## src/rtl/turbo_output_mux_if.sv

```systemverilog
// Handshake bundle between the turbo encoder core and the rate-1/3 output mux.
// master drives block control and encoder bits; slave is the mux itself.
interface turbo_output_mux_if;
  logic        start;
  logic [12:0] k_len;
  logic        in_valid;
  logic        xk1;
  logic        zk1;
  logic        xk2;
  logic        zk2;
  logic        d0;
  logic        d1;
  logic        d2;
  logic        out_valid;
  logic        out_last;
  logic        busy;
  logic        err;

  modport master (
    output start, k_len, in_valid, xk1, zk1, xk2, zk2,
    input  d0, d1, d2, out_valid, out_last, busy, err
  );

  modport slave (
    input  start, k_len, in_valid, xk1, zk1, xk2, zk2,
    output d0, d1, d2, out_valid, out_last, busy, err
  );
endinterface

```

## src/rtl/turbo_output_mux.sv

```systemverilog
// Turbo encoder output mux: forwards K systematic/parity beats, collects the
// 12 trellis-termination bits, then emits them as four rate-1/3 tail beats.
module turbo_output_mux (
  input logic               clk,
  input logic               aclr,
  turbo_output_mux_if.slave bus
);

  localparam logic [12:0] K_MIN = 13'd40;
  localparam logic [12:0] K_MAX = 13'd6144;

  typedef enum logic [1:0] {IDLE, DATA, TAIL, EMIT} state_t;

  // Termination bits, indexed by tail beat j = 0..2.
  typedef struct packed {
    logic [2:0] zp;
    logic [2:0] xp;
    logic [2:0] z;
    logic [2:0] x;
  } tail_t;

  state_t      state;
  logic [12:0] k_q;
  logic [12:0] beat_cnt;
  logic [1:0]  tail_cnt;
  logic [1:0]  emit_idx;
  tail_t       tail_q;
  logic        d0_q, d1_q, d2_q;
  logic        out_valid_q, out_last_q, busy_q, err_q;
  logic        k_ok;

  assign k_ok = (bus.k_len >= K_MIN) && (bus.k_len <= K_MAX);

  // NOTE: all state uses non-blocking assignments so every branch sees the
  // pre-edge values regardless of statement order inside the block.
  always_ff @(posedge clk or negedge aclr) begin
    if (!aclr) begin
      state       <= IDLE;
      k_q         <= '0;
      beat_cnt    <= '0;
      tail_cnt    <= '0;
      emit_idx    <= '0;
      tail_q      <= '0;
      d0_q        <= 1'b0;
      d1_q        <= 1'b0;
      d2_q        <= 1'b0;
      out_valid_q <= 1'b0;
      out_last_q  <= 1'b0;
      busy_q      <= 1'b0;
      err_q       <= 1'b0;
    end else begin
      // Output beats last one cycle; idle cycles drive zeros.
      d0_q        <= 1'b0;
      d1_q        <= 1'b0;
      d2_q        <= 1'b0;
      out_valid_q <= 1'b0;
      out_last_q  <= 1'b0;

      if (bus.start && state != IDLE) err_q <= 1'b1;

      case (state)
        IDLE: begin
          if (bus.start) begin
            if (k_ok) begin
              state    <= DATA;
              busy_q   <= 1'b1;
              k_q      <= bus.k_len;
              beat_cnt <= '0;
              tail_cnt <= '0;
              err_q    <= 1'b0;
            end else begin
              err_q <= 1'b1;
            end
          end
          if (bus.in_valid) err_q <= 1'b1;
        end

        DATA: begin
          if (bus.in_valid) begin
            d0_q        <= bus.xk1;
            d1_q        <= bus.zk1;
            d2_q        <= bus.zk2;
            out_valid_q <= 1'b1;
            beat_cnt    <= beat_cnt + 13'd1;
            if (beat_cnt == k_q - 13'd1) begin
              state    <= TAIL;
              tail_cnt <= '0;
            end
          end
        end

        TAIL: begin
          if (bus.in_valid) begin
            tail_q.x[tail_cnt]  <= bus.xk1;
            tail_q.z[tail_cnt]  <= bus.zk1;
            tail_q.xp[tail_cnt] <= bus.xk2;
            tail_q.zp[tail_cnt] <= bus.zk2;
            if (tail_cnt == 2'd2) begin
              // Tail beat 0 only needs bits from tail beats 0 and 1.
              state       <= EMIT;
              emit_idx    <= 2'd1;
              d0_q        <= tail_q.x[0];
              d1_q        <= tail_q.z[0];
              d2_q        <= tail_q.x[1];
              out_valid_q <= 1'b1;
            end else begin
              tail_cnt <= tail_cnt + 2'd1;
            end
          end
        end

        EMIT: begin
          if (bus.in_valid) err_q <= 1'b1;
          emit_idx <= emit_idx + 2'd1;
          case (emit_idx)
            2'd1: begin
              d0_q        <= tail_q.z[1];
              d1_q        <= tail_q.x[2];
              d2_q        <= tail_q.z[2];
              out_valid_q <= 1'b1;
            end
            2'd2: begin
              d0_q        <= tail_q.xp[0];
              d1_q        <= tail_q.zp[0];
              d2_q        <= tail_q.xp[1];
              out_valid_q <= 1'b1;
            end
            2'd3: begin
              d0_q        <= tail_q.zp[1];
              d1_q        <= tail_q.xp[2];
              d2_q        <= tail_q.zp[2];
              out_valid_q <= 1'b1;
              out_last_q  <= 1'b1;
            end
            2'd0: begin
              // Cycle after out_last: drop busy and go idle.
              state  <= IDLE;
              busy_q <= 1'b0;
            end
          endcase
        end
      endcase
    end
  end

  assign bus.d0        = d0_q;
  assign bus.d1        = d1_q;
  assign bus.d2        = d2_q;
  assign bus.out_valid = out_valid_q;
  assign bus.out_last  = out_last_q;
  assign bus.busy      = busy_q;
  assign bus.err       = err_q;

endmodule
```

## src/flat_wrapper.sv

```systemverilog
// flat-port wrapper written by rule: the top's interface ports become plain ports
module turbo_output_mux_flat 
  (clk, aclr, bus_start, bus_k_len, bus_in_valid, bus_xk1, bus_zk1, bus_xk2, bus_zk2, bus_d0, bus_d1, bus_d2, bus_out_valid, bus_out_last, bus_busy, bus_err);
  turbo_output_mux_if bus_i ();
  input logic clk;
  input logic aclr;
  input wire logic [$bits(bus_i.start)-1:0] bus_start;
  input wire logic [$bits(bus_i.k_len)-1:0] bus_k_len;
  input wire logic [$bits(bus_i.in_valid)-1:0] bus_in_valid;
  input wire logic [$bits(bus_i.xk1)-1:0] bus_xk1;
  input wire logic [$bits(bus_i.zk1)-1:0] bus_zk1;
  input wire logic [$bits(bus_i.xk2)-1:0] bus_xk2;
  input wire logic [$bits(bus_i.zk2)-1:0] bus_zk2;
  output wire logic [$bits(bus_i.d0)-1:0] bus_d0;
  output wire logic [$bits(bus_i.d1)-1:0] bus_d1;
  output wire logic [$bits(bus_i.d2)-1:0] bus_d2;
  output wire logic [$bits(bus_i.out_valid)-1:0] bus_out_valid;
  output wire logic [$bits(bus_i.out_last)-1:0] bus_out_last;
  output wire logic [$bits(bus_i.busy)-1:0] bus_busy;
  output wire logic [$bits(bus_i.err)-1:0] bus_err;
  assign bus_i.start = bus_start;
  assign bus_i.k_len = bus_k_len;
  assign bus_i.in_valid = bus_in_valid;
  assign bus_i.xk1 = bus_xk1;
  assign bus_i.zk1 = bus_zk1;
  assign bus_i.xk2 = bus_xk2;
  assign bus_i.zk2 = bus_zk2;
  assign bus_d0 = bus_i.d0;
  assign bus_d1 = bus_i.d1;
  assign bus_d2 = bus_i.d2;
  assign bus_out_valid = bus_i.out_valid;
  assign bus_out_last = bus_i.out_last;
  assign bus_busy = bus_i.busy;
  assign bus_err = bus_i.err;
  turbo_output_mux u_core (.clk(clk), .aclr(aclr), .bus(bus_i));
endmodule
```

## config.mk

```make
export PLATFORM = sky130hd
export DESIGN_NAME = turbo_output_mux_flat
export DESIGN_NICKNAME = d
export VERILOG_FILES = /design/src/rtl/turbo_output_mux_if.sv /design/src/rtl/turbo_output_mux.sv /design/src/flat_wrapper.sv
export SDC_FILE = /design/constraint.sdc
export NUM_CORES = 1
export LEC_CHECK = 0
export CAP_MARGIN = 20
export CORE_MARGIN = 4
export CORE_UTILIZATION = 45
export CTS_CLUSTER_DIAMETER = 30
export CTS_CLUSTER_SIZE = 16
export DETAILED_ROUTE_END_ITERATION = 7
export PLACE_DENSITY = 0.73
export SYNTH_ARGS = -nofsm -noshare
export SYNTH_HDL_FRONTEND = slang
export SYNTH_SLANG_ARGS = --single-unit
```

## constraint.sdc

```tcl
create_clock -name clk -period 5 [get_ports clk]
set_input_delay 0.75 -clock clk [delete_from_list [all_inputs] [get_ports clk]]
set_output_delay 0.75 -clock clk [all_outputs]
set_load 0.01 [all_outputs]
```

Yosys cells after proc, flatten, opt, wreduce, memory -nomap -nowiden
Cells that the tools add are included.
W data, S select, Z words.
Cells by class
  order comparisons: 4
  equality and inequality tests: 16
  reductions and logical operators: 18
  mux-type cells: 60
  add/subtract/negate cells: 4
Operator list (count)
  $mux W13: 3
  $mux W2: 15
  $pmux W13 S2: 1
  $mux W1: 24
  $pmux W1 S3: 7
  $reduce_and A7 Y1: 2
  $add A13 B1 Y13 const B: 1
  $eq A13 B13 Y1: 1
  $ge A13 B6 Y1 const B: 1
  $le A13 B13 Y1 const B: 1
  $sub A13 B1 Y13 const B: 1
  $bwmux W3: 4
  $eq A2 B2 Y1 const B: 5
  $ne A2 B1 Y1 const B: 4
  $ne A2 B2 Y1 const B: 4
  $pmux W2 S4: 1
  $reduce_and A4 Y1: 2
  $reduce_bool A2 Y1: 4
  $pmux W2 S3: 1
  $reduce_and A3 Y1: 2
  $add A2 B1 Y2 const B: 2
  $eq A2 B1 Y1 const B: 2
  $logic_not A2 Y1: 2
  $pmux W1 S2: 2
  other kinds (8): 10
Storage, ports and cells
  logic and storage cells: 118
  input bits: 21
  register bits after elaboration: 51
  output and inout port bits: 7

Depth between registers and ports, before layout
  depth in word-level cells: 6
  depth in mapped cells: 10
  depth with buffers taken out: 9

Worst setup path before layout
No wires, ideal clock.
  path kind: register to register
  from: reg u_core.k_q[0]
  to: reg u_core.state[1]
  period minus slack after synthesis: 2.565 ns
  setup time: 0.125 ns
  stages on the path, launching flop included: 8
  data required time: 4.875 ns
  arrival time: 2.440 ns
  path buffers: 0
  path slack: 2.435 ns
  cells stage by stage: dfrtp_1 > or4_4 > or4_4 > a211oi_2 > nand4_1 > a2111oi_4 > o2111ai_2 > mux2_4
On the way
  word-level cells in the longest chain between the ends: 4
Ends and longest elaborated chain
  start: declaration: RTL line turbo_output_mux.sv:23  | logic [12:0] k_q;
  start signal: assignment: RTL line turbo_output_mux.sv:67  | k_q <= bus.k_len;
  $sub A13 B1 Y13: RTL line turbo_output_mux.sv:85  | if (beat_cnt == k_q - 13'd1) begin
  $eq A13 B13 Y1: RTL line turbo_output_mux.sv:85
  $ne A2 B1 Y1 (no source line)
  $reduce_and A7 Y1 (no source line)
  end signal: assignment: RTL line turbo_output_mux.sv:86  | state <= TAIL;
  end signal: assignment: RTL line turbo_output_mux.sv:100  | state <= EMIT;
  end signal: assignment: RTL line turbo_output_mux.sv:137  | state <= IDLE;
  end: declaration: RTL line turbo_output_mux.sv:22  | state_t state;
Every way passes these cells.
A chain may end at the register's enable or synchronous reset.

Worst setup path after layout
  from: in bus_k_len[7]
  to: reg u_core.beat_cnt[9]
On the way
  word-level cells in the longest chain between the ends: 4
  elaborated cells on any way between the ends: 5
  classes of those cells: order compare: 2; eq/ne: 1; reduce/logical: 2
Ends and longest elaborated chain
  start: declaration: RTL line flat_wrapper.sv:8  | input wire logic [$bits(bus_i.k_len)-1:0] bus_k_len;
  $ge A13 B6 Y1 / $le A13 B13 Y1 (equally long branches): RTL line turbo_output_mux.sv:32  | assign k_ok = (bus.k_len >= K_MIN) && (bus.k_len <= K_MAX);
  $logic_and A1 B1 Y1 *: RTL line turbo_output_mux.sv:32
  $ne A2 B1 Y1 (no source line) *
  $reduce_and A4 Y1 (no source line) *
  end signal: assignment: RTL line turbo_output_mux.sv:84  | beat_cnt <= beat_cnt + 13'd1;
  end: declaration: RTL line turbo_output_mux.sv:24  | logic [12:0] beat_cnt;
Every way passes the cells marked *; elsewhere a longest branch is shown, timed or not.

==> summary.md <==
| Metric | Value |
|---|---|
| IO Count | `28` |
| Max IR drop VDD | `0.0001518 V` |
| Cell mode on critical path | `nor2_1` |
| NetSw | `0.2143 mW` |
| Fraction of layout cells with a size suffix above 1 | `0.1401` |
| Post-synthesis register bit count | `51` |
| Skew final | `0.01252 ns` |
| Post-synthesis cell area | `0.002977 mm2` |
| Inserted Clock Buffers | `5` |
| Drt wl/cell | `15.96 um` |
| Critical R2R Launch | `u_core.k_q[0]` |
| PortBufs | `27` |
| Class of the worst hold path | `reg -> reg` |
| CP required | `5.16 ns` |
| Post-DP Area | `0.003304 mm2` |
| Root buf cell | `clkbuf_8` |
| DRC viols | `0` |
| Maxcap violations | `0` |
| Grt ovf | `0` |
| Reg2reg end | `u_core.state[1]` |
| Final Cycle Share | `0.7047` |
| Synthesis Warnings | `0` |
| RSZ-0062 raised after global routing | `no` |
| Register area share after synthesis | `0.4288` |
| Unique cell type count in the Yosys netlist | `56` |
| Routability cong. | `0.8182` |
| Postcts setup bufs | `0` |
| Routed wire length | `6240 um` |
| Nets | `348` |
| Syn avg cell area | `10.41 um2` |
| Syn_nets | `321` |
| Crit path to | `u_core.beat_cnt[9]` |
| Share of total power in the clock network | `0.352` |
| CP startpoint kind | `input pin` |
| CTS resizes | `0` |
| Setup_tns | `0 ns` |
| Number of setup violations in the final report | `0` |
| CTS Buffer Depth | `2` |
| Crit end category | `flip-flop` |
| Post-synth ARST share | `1.000` |
| CP Cell Sequence | `clkdlybuf4s50_1 -> nor4_1 -> nand4b_1 -> a31oi_1 -> nand3_1 -> nor2_1 -> nor2_1` |
| Cts hold-fix bufs | `0` |
| Int Pwr | `0.6452 mW` |
| Slew Viols, Final | `0` |
| CTS HTree Levels | `2` |
| Part of the power in combinational logic | `0.115` |
| Vias | `2189` |
| Max-slew headroom | `0.4706` |
| Final hold violations | `0` |
| First-pass GRT wire length | `10310 um` |
| CP Depth | `7` |
| Die W | `89.33 um` |
| EDFF count, synth | `0` |
| Cell Rows | `29` |
| Reg2reg path depth | `9` |
| Vias/cell | `5.598` |
| Reg clk slew, reported paths | `0.10 ns` |
| Post-Layout Inst Area | `0.003422 mm2` |
| Reg2reg setup slack | `2.02 ns` |
| CTS tree | `done` |
| Maximum number of pins on one net before global-route repair | `52` |
| Sw Ratio | `0.2493` |
| Vias in the first global route | `2121` |
| Worst-path fanout max | `14` |
| DP Wirelength | `4547 um` |
| Iter 0 DRT Violations | `82` |
| Commonest cells after routing, fill and taps aside | `dfrtp_1 (51), clkdlybuf4s50_1 (26), mux2_2 (25), nor2_1 (23), nand2_1 (16)` |
| Worst Path Arrival | `3.68 ns` |
| PwrDens | `251.2 mW/mm2` |
| Total GRT Usage | `0.1679` |
| Crit path kind | `in -> reg` |
| Buf/Inv on CP | `1` |
| Diode count | `0` |
| Sink Count | `51` |
| Ys flop type | `dfrtp_1` |
| Worst Setup SP | `bus_k_len[7]` |
| P_leak | `1.577 nW` |
| Slowest cell on crit path | `nor2_1` |
| Total core area | `0.006386 mm2` |
| Most common library cell in the layout ignoring fill and taps | `dfrtp_1` |
| Top Family by Delay on Critical Path | `simple AND/OR/NAND/NOR gates` |
| Status | `completed` |
| Tightest Pin Transition | `0.7911 ns` |
| Cells after synthesis | `286` |
| Pre-Repair DR Iteration Count | `4` |
| Sequential share of power | `0.533` |
| Initial Util | `0.4661` |
| Hold depth | `1` |
| Min Tclk post-route | `3.523 ns` |
| Peak Freq | `283.8 MHz` |
| Initial antenna violation count | `0` |
| Antenna Nets Post-Route | `0` |
| Chip height | `89.33 um` |
| Worst-Skew Late Latency | `0.31 ns` |
| CP peak stage delay | `0.80 ns` |
| Area grow syn2layout | `14.96%` |
| Die area | `0.007980 mm2` |
power by group through the flow:
stage          Combinational [mW]  Clock, mW  Sequential [mW]
6_report                   0.0990      0.303            0.458
3_3_place_gp               0.0961          0            0.465
3_5_place_dp               0.0995          0            0.466
2_1_floorplan              0.0585          0            0.460
4_1_cts                     0.101      0.308            0.458
5_1_grt                     0.111      0.326            0.462
metal layers:
| layer | share of wire | GRT usage | vias up |
|---|---|---|---|
| met5 | 0 | 0 | - |
| met4 | 0.013 | 0.05277 | 0 |
| met3 | 0.029 | 0.03410 | 7 |
| met2 | 0.49 | 0.2713 | 31 |
| met1 | 0.47 | 0.2266 | 1062 |
| li1 | - | - | 1089 |
worst register-to-register path: stages, from the launching register on:
cell and delay [ns]:
dfrtp_1 0.46, inv_1 0.09, ha_1 0.23, nor3b_1 0.43, nand2_1 0.13, o311ai_0 0.38, nor2_1 0.13, a2111oi_4 0.47
o2111ai_2 0.21, mux2_4 0.34
cell usage after synthesis, drive strengths merged, types with 2 or more instances:
library cell  instances  area (um2)
ha                   14       175.2
nand3b                2       15.01
nor2b                 4       25.02
mux2                 26       296.5
o2bb2ai               2       17.52
nor2                 23       86.33
dfrtp                51        1276
nand2                16       60.06
a222oi                3       30.03
or3                   2       12.51
o21a                  2       15.01
xnor2                13       113.9
buf                   3       22.52
o21ai                 8       40.04
o22a                  3       26.28
nor3                  7       35.03
a211oi                2       20.02
nand2b                5       31.28
nand3                11       55.05
nor3b                 3       22.52
nand4                 4       25.02
mux2i                 3       30.03
a21oi                 6       30.03
nor4                  9       62.56
inv                  14       52.55
and3                  6       37.54
clkbuf                5       18.77
a31oi                 7       43.79
or4                   2       22.52
xor2                  9       78.83
layout make-up:
class | instances | area, um2
Clock buffer | 6 | 82.58
Clock inverter | 2 | 35.03
Sequential cell | 51 | 1276
Fill cell | 568 | 2964
Tap cell | 77 | 96.34
Timing Repair Buffer | 28 | 272.8
Inverter | 14 | 52.55
Multi-Input combinational cell | 213 | 1607
logic make-up (layout without fill, tap and decap cells):
kind of cell / count (synthesis) / count (layout) / synth area share
mux: 29 / 29 / 0.1097
fa+ha+maj: 14 / 14 / 0.05885
buf+inv: 22 / 50 / 0.03153
flops: 51 / 51 / 0.4288
simple gates: 102 / 102 / 0.1871
xor+xnor: 22 / 22 / 0.06473
compound gates: 46 / 46 / 0.1194
worst min path at each step:
stage | from | endpoint
finish | u_core.tail_q[0] | u_core.tail_q[0]
global route | u_core.tail_q[7] | u_core.tail_q[7]
CTS | u_core.tail_q[0] | u_core.tail_q[0]
detailed placement | u_core.tail_q[0] | u_core.tail_q[0]
global placement | u_core.tail_q[2] | u_core.tail_q[2]
floorplan | aclr | u_core.beat_cnt[0]
through the flow:
step                worst slack [ns]    util  hold slack, ns  total power, mW  instances
floorplan                      2.435       -          0.4544           0.5180        286
global placement               1.334  0.5174          0.4896           0.5613        383
detailed placement             1.171  0.5174          0.4961           0.5657        383
CTS                            1.478  0.5359          0.5188           0.8667        391
global route                   1.129  0.5359          0.5351           0.8984        391
finish                         1.477  0.5359          0.5147           0.8595        391
flip-flops by register name, summed over array words and instances, names as in the netlist, 2 cells and up:
register / count
u_core.beat_cnt: 13
u_core.emit_idx: 2
u_core.k_q: 13
u_core.tail_q: 12
u_core.state: 2
u_core.tail_cnt: 2
Power figures use the tool's default switching activity.
